`src/rtl/countdown_timer.sv`:
```
// Cook-time countdown: loads a clamped mm:ss setting, decrements once per enabled 1 Hz tick, flags zero.
// Counters update on the sampling edge; bargraph trails them by one cycle. No backpressure: strobes are never stalled.
module countdown_timer #(
    parameter int MAX_MINUTES = 99,
    parameter int MIN_WIDTH   = 7
) (
    input  logic                 clk,
    input  logic                 reset_n,
    input  logic                 tick_1hz,
    input  logic                 load_timer,
    input  logic                 main_timer_enable,
    input  logic [MIN_WIDTH-1:0] set_minutes,
    input  logic [5:0]           set_seconds,
    output logic [MIN_WIDTH-1:0] minutes,
    output logic [5:0]           seconds,
    output logic                 timer_done,
    output logic                 done_pulse,
    output logic [7:0]           bargraph
);

    localparam logic [MIN_WIDTH-1:0] MAX_MIN = MIN_WIDTH'(MAX_MINUTES);
    localparam logic [5:0]           MAX_SEC = 6'd59;

    logic [MIN_WIDTH-1:0] minutes_q, minutes_d;
    logic [5:0]           seconds_q, seconds_d;
    logic [12:0]          remaining_q, remaining_d;
    logic [12:0]          loaded_q, loaded_d;
    logic                 done_q, done_d;
    logic                 pulse_q, pulse_d;
    logic [7:0]           bar_q, bar_d;

    logic [MIN_WIDTH-1:0] clamp_min;
    logic [5:0]           clamp_sec;
    logic [12:0]          min13;
    logic [12:0]          load_total;
    logic                 count_en;

    // m*60 = m*64 - m*4; 99*64 still fits in 13 bits
    always_comb begin
        clamp_min  = (set_minutes > MAX_MIN) ? MAX_MIN : set_minutes;
        clamp_sec  = (set_seconds > MAX_SEC) ? MAX_SEC : set_seconds;
        min13      = 13'(clamp_min);
        load_total = (min13 << 6) - (min13 << 2) + 13'(clamp_sec);
        count_en   = tick_1hz & main_timer_enable & (remaining_q != 13'd0);
    end

    always_comb begin
        minutes_d   = minutes_q;
        seconds_d   = seconds_q;
        remaining_d = remaining_q;
        loaded_d    = loaded_q;
        pulse_d     = 1'b0;
        if (load_timer) begin
            minutes_d   = clamp_min;
            seconds_d   = clamp_sec;
            remaining_d = load_total;
            loaded_d    = load_total;
        end else if (count_en) begin
            if (seconds_q != 6'd0) begin
                seconds_d = seconds_q - 6'd1;
            end else begin
                minutes_d = minutes_q - MIN_WIDTH'(1);
                seconds_d = MAX_SEC;
            end
            remaining_d = remaining_q - 13'd1;
            pulse_d     = (remaining_q == 13'd1);
        end
        done_d = (remaining_d == 13'd0);
    end

    logic [15:0] rem_x8;
    logic [15:0] ld16;
    logic [15:0] ld_k;

    // Thermometer from the registered totals; 5999*8 fits the 16-bit compare
    always_comb begin
        bar_d  = 8'h00;
        ld_k   = 16'd0;
        rem_x8 = {remaining_q, 3'b000};
        ld16   = {3'b000, loaded_q};
        for (int k = 0; k < 8; k++) begin
            ld_k = (k[0] ? ld16 : 16'd0)
                 + (k[1] ? (ld16 << 1) : 16'd0)
                 + (k[2] ? (ld16 << 2) : 16'd0);
            bar_d[k] = (rem_x8 > ld_k);
        end
        if (remaining_q == 13'd0 || loaded_q == 13'd0) begin
            bar_d = 8'h00;
        end
    end

    always_ff @(posedge clk or negedge reset_n) begin
        if (!reset_n) begin
            minutes_q   <= '0;
            seconds_q   <= 6'd0;
            remaining_q <= 13'd0;
            loaded_q    <= 13'd0;
            done_q      <= 1'b1;
            pulse_q     <= 1'b0;
            bar_q       <= 8'h00;
        end else begin
            minutes_q   <= minutes_d;
            seconds_q   <= seconds_d;
            remaining_q <= remaining_d;
            loaded_q    <= loaded_d;
            done_q      <= done_d;
            pulse_q     <= pulse_d;
            bar_q       <= bar_d;
        end
    end

    assign minutes    = minutes_q;
    assign seconds    = seconds_q;
    assign timer_done = done_q;
    assign done_pulse = pulse_q;
    assign bargraph   = bar_q;

endmodule

```
`config.mk`:
```
export PLATFORM = sky130hd
export DESIGN_NAME = countdown_timer
export DESIGN_NICKNAME = d
export VERILOG_FILES = /design/src/rtl/countdown_timer.sv
export SDC_FILE = /design/constraint.sdc
export NUM_CORES = 1
export LEC_CHECK = 0
export ABC_AREA = 1
export CAP_MARGIN = 20
export CORE_MARGIN = 2
export CORE_UTILIZATION = 40
export DETAILED_ROUTE_END_ITERATION = 8
export DONT_BUFFER_PORTS = 1
export GPL_ROUTABILITY_DRIVEN = 0
export GPL_TIMING_DRIVEN = 0
export SYNTH_ARGS = -nofsm -noshare
export SYNTH_HDL_FRONTEND = slang
export SYNTH_SLANG_ARGS = --single-unit
```
`constraint.sdc`:
```
create_clock -name clk -period 12.1 [get_ports clk]
set_input_delay 3.63 -clock clk [delete_from_list [all_inputs] [get_ports clk]]
set_output_delay 3.63 -clock clk [all_outputs]
set_load 0.01 [all_outputs]
```
After elaboration in Yosys (flattened, before gate mapping)
Cells that the tools add are included.

Register bits after elaboration: 49. Bits in latches: 0. RAM bits: 0. ROM bits: 0. Input port bits: 18. Output and inout bits: 23. Word-level logic and storage cells: 51. Memories: 0.

Add/sub/neg operators: 9. Multiply operators: 0. Divide/modulo/power cells: 0. $lt $le $gt $ge: 10. Eq/ne operators: 2. Shift-type cells: 0. Multiplexer cells: 13. Bitwise gates (word level): 2. Reductions and logical operators: 8.

Operator list (count): > comparator 16 bit (4); zero test 13 bit (3); two-way mux 7 bit (4); two-way mux 13 bit (2); two-way mux 6 bit (4); adder 13 x 15 -> 16 bit (1); adder 14 x 15 -> 16 bit (1); adder 15 x 15 -> 16 bit (1); > comparator 16 x 1 -> 1 bit, second input constant (1); > comparator 16 x 13 -> 1 bit (1); > comparator 16 x 14 -> 1 bit (1); > comparator 16 x 15 -> 1 bit (1); adder 13 x 14 -> 15 bit (1); adder 13 x 6 -> 13 bit (1); == test 13 x 1 -> 1 bit, second input constant (1); nonzero test 13 bit (1); subtractor 13 x 1 -> 13 bit, second input constant (1); subtractor 13 x 9 -> 13 bit (1); two-way mux 8 bit (1); > comparator 7 bit, second input constant (1); subtractor 7 x 1 -> 7 bit, second input constant (1); > comparator 6 bit, second input constant (1); nonzero test 6 bit (1); subtractor 6 x 1 -> 6 bit, second input constant (1); 6 further kinds (8).

Longest topological paths before layout
Gate-level depths: netlist of the first run.

Depth in word-level cells: 6. Mapped depth: 22. Gate-level depth less buffers: 22.

Worst setup path after synthesis of the first run
No wires, ideal clock.

Path kind: input-to-reg. From: input port set_minutes[6]. To: register done_q, in the netlist timer_done. Library setup time: 67 ps. Arrival time: 5344 ps. Required time: 12033 ps. Path slack: 6689 ps. Stages on the path: 17. Path buffers: 0. Cell sequence: nand2_1 > a21oi_1 > nor2_1 > ha_1 > inv_1 > nand2_1 > nand2_1 > nand2_1 > nand2_1 > nand2_1 > o21ai_0 > inv_1 > a21oi_1 > nand2_1 > nor2_1 > nand2_1 > nor2_1.

Longest elaborated chain between the ends: 6.

Ends and longest elaborated chain: start, declared (line 12) `input logic [MIN_WIDTH-1:0] set_minutes,`; > comparator 7 bit (line 40) `clamp_min = (set_minutes > MAX_MIN) ? MAX_MIN : set_minutes;`; two-way mux 7 bit * (line 40); subtractor 13 x 9 -> 13 bit * (line 43) `load_total = (min13 << 6) - (min13 << 2) + 13'(clamp_sec);`; adder 13 x 6 -> 13 bit * (line 43); two-way mux 13 bit * (line 53) `if (load_timer) begin`; zero test 13 bit * (line 68) `done_d = (remaining_d == 13'd0);`; net done_d (line 28) `logic done_q, done_d;`; end signal, assigned (line 106) `done_q <= done_d;`; end, declared (line 28).

Mark *: on every way through the listed nets, which the timed path passes. The rest lies on a longest branch. A chain may end at the register's enable or synchronous reset.

Final worst setup path of the first run
Same ends and word-level chain as after synthesis.

==> qor.csv, run 1 <==
stage;metric;value;unit
worst_setup_path;r2r-end;bargraph[7];
die;ios;41;
worst_setup_path;reg2reg_slack;7.49;ns
timing;post-route-min-period;5.69;ns
timing;grt_setup_unrepaired;no;
global_route;grt_pass1_wl;32300;um
global_route;antenna_found_initial;0;
die;die_x;134;um
detailed_routing;drtIter0Drc;458;
yosys;yosysWarnings;0;
yosys;ys_ff_latch;49;
clock_tree;clk_pin_slew;0.08;ns
yosys;synth.top_cell.area_share;25.8;%
timing;slew_headroom;48.8;%
worst_setup_path;worstPathRequired;12.34;ns
clock_tree;clock_latency;0.31;ns
clock_tree;ctsLongestPathBuffers;2;
clock_tree;cts_hold_buffers;0;
timing;max_freq;0.176;GHz
clock_tree;cts_root_buf;clkbuf_16;
finish;multi_input_area;5060;sq um
global_route;grt_pass1_vias;6148;
detailed_routing;wl_per_cell;16.6;um
yosys;synthesis.nets;1124;
clock_tree;cts_tree;built;
detailed_routing;ant_nets;0;
hold_path;whs_endpoint;minutes[6];
timing;hold_viol;0;
finish;fin_nets;1131;
worst_setup_path;cp.arrival;5.93;ns
global_route;grt_usage;22.7;%
yosys;synthCells;963;
clock_tree;cts_post_setup_buffers_inserted;0;
placement;port_buffers;0;
clock_tree;clock_sinks;49;
timing;setup_viol;0;
timing;period_share;47.0;%
pwr;pwr_density_cell;185;nW/um^2
hold_path;hold_path.class;register to register;
worst_setup_path;critical_path.max_fanout;4;
yosys;synthArstFlopShare;100;%
finish;final_cell_mix;227 x nand2_1, 140 x ha_1, 121 x inv_1, 87 x a21oi_1, 76 x nor2_1;
global_route;grt_overflow_total;0;
finish;fillers;1787;
finish;layout-drive-gt1-share;3.50;%
finish;final_common_cell;nand2_1;
detailed_routing;first_pass_iters;5;
yosys;synth_area_leader_cell;ha_1;
die;start_util;41.0;%
job;drv_cap;0;
hold_path;hold_path_depth;2;
worst_setup_path;cp-end-kind;register;
detailed_routing;viasPerCell;5.32;
finish;area.sequential;1230;sq um
worst_setup_path;start_kind;input port;
pwr;power_leakage;3.78;nW
finish;final_util;43.6;%
worst_setup_path;reg2regPathDepth;21;
timing;fin_skew;0.0134;ns
detailed_routing;drt_wl_total;19800;um
detailed_routing;drc_errors;0;
timing;worst_pin_slew;0.768;ns
yosys;synth.area.top_cells;ha_1 26%, dfrtp_1 18%, nand2_1 13%;
timing;finalMaxSlewViolations;0;
worst_setup_path;crit_type;input port to register;
yosys;synth_seq_area_share;18.0;%
die;dieArea;18100;sq um
yosys;synth-edff-count;0;
timing;setup_tns;0;ns
detailed_routing;via_count;6342;
global_route;grt_start_max_net_pins;50;
clock_tree;cts_inserted_buffers;5;
clock_tree;htree_levels;2;
clock_tree;post_cts_resized;0;
yosys;syn_area_per_cell;7.06;sq um
yosys;ys_types;47;
yosys;netlist_area;6800;sq um
pwr;ir_worst_vdd;0.0709;mV
worst_setup_path;rr_startpoint;loaded_q[1];
run_status;status;finished, final reports clean;
die;die_y;134;um
finish;syn_to_final_growth;6.31;%
yosys;synth-main-ff-cell;dfrtp_1;
die;num_rows;47;
die;core;16600;sq um
finish;antennaDiodeCount;0;
hold_path;worstHoldStart;minutes[6];
placement;dp_hpwl;15400;um
## per-layer routing
layer	up-vias	GRT usage (%)	part of all wire [%]	wire length, um
met2	95	37.0	45	8880
li1	3280	-	-	-
met3	18	1.97	2.8	554
met5	-	0	0	0
met4	0	4.97	1.4	281
met1	2949	32.6	51	10000
## synthesized netlist by cell type, drive strengths merged (5+ instances only)
master  count
a21boi      5
a21oi      92
a31oi       6
clkbuf      8
dfrtp      48
ha        140
inv       122
nand2     231
nand3      51
nand3b      5
nand4      24
nor2       82
nor3        5
o211ai      7
o21ai      50
o21bai      6
xnor2      12
xor2       28
## state kept, by name, indices dropped and copies added, names as in the netlist
register and cells:
loaded_q 13, remaining_q 13, bargraph 8, minutes 7, seconds 6, done_pulse 1
timer_done 1
## cell families after synthesis
| group | after synthesis | share of synthesized area [%] |
|---|---|---|
| compound gates | 194 | 16.7 |
| xor+xnor | 40 | 5.15 |
| fa+ha+maj | 143 | 26.6 |
| buf+inv | 134 | 7.58 |
| flops | 49 | 18.0 |
| simple gates | 403 | 25.9 |
## critical path: stages
cell     delay, ns
nand2_1       0.09
a21oi_1       0.30
nor2_1        0.14
ha_1          0.35
inv_1         0.06
nand2_1       0.11
nand2_1       0.10
nand2_1       0.10
nand2_1       0.09
nand2_1       0.05
o21ai_0       0.29
inv_1         0.08
a21oi_1       0.19
nand2_1       0.07
nor2_1        0.10
nand2_1       0.07
nor2_1        0.11
## how the worst max path moves through the flow
stage                         from    endpoint  slack, ns
floorplan           set_minutes[6]  timer_done       6.69
detailed placement  set_minutes[6]  timer_done       6.10
finish              set_minutes[6]  timer_done       6.41
global route        set_minutes[6]  timer_done       6.09
CTS                 set_minutes[6]  timer_done       6.40
global placement    set_minutes[6]  timer_done       6.08
## stage by stage
step	setup slack (ns)	hold WS [ns]	instance area, sq um	power (mW)	instances
finish	6.41	0.636	7230	1.34	1191
CTS	6.40	0.639	7230	1.34	1191
global route	6.09	0.647	7230	1.50	1191
global placement	6.08	0.623	7080	1.17	1183
floorplan	6.69	0.592	6800	0.969	963
detailed placement	6.10	0.626	7080	1.18	1183
## where the power goes
part           total [mW]  switching (mW)  leakage (nW)  internal, mW
Clock               0.154          0.0742        0.0763        0.0795
Sequential          0.279          0.0857         0.577         0.193
Combinational       0.908           0.536          3.13         0.372
Total                1.34           0.696          3.78         0.645
## layout make-up
class                           instances  share of cell area, %
Clock buffer                            5                   1.73
Inverter                              123                   6.39
Buffer                                 11                  0.744
Sequential cell                        49                   17.0
Clock inverter                          3                  0.398
Multi-Input combinational cell        780                   70.0
Tap cell                              220                   3.81
(Power assumes the default switching activity.)
==> run 2, diff against run 1 <==
clock period = 5.4 ns   (was 12.1 ns; I/O delays follow)
==> results of run 2 <==
Same layout as run 1 (identical final DEF). Status: finished, final reports clean.
Among the figures that moved: setup slack after placement 6.10 ns -> 0.896 ns; setup slack after layout 6.41 ns -> 0.788 ns; start point of the critical path set_minutes[6] -> loaded_q[1]; end point of the critical path timer_done -> bargraph[7]; register-to-register setup slack 7.49 ns -> 0.79 ns; total power 1.34 mW -> 3.00 mW; worst IR drop on VDD 0.0709 mV -> 0.159 mV
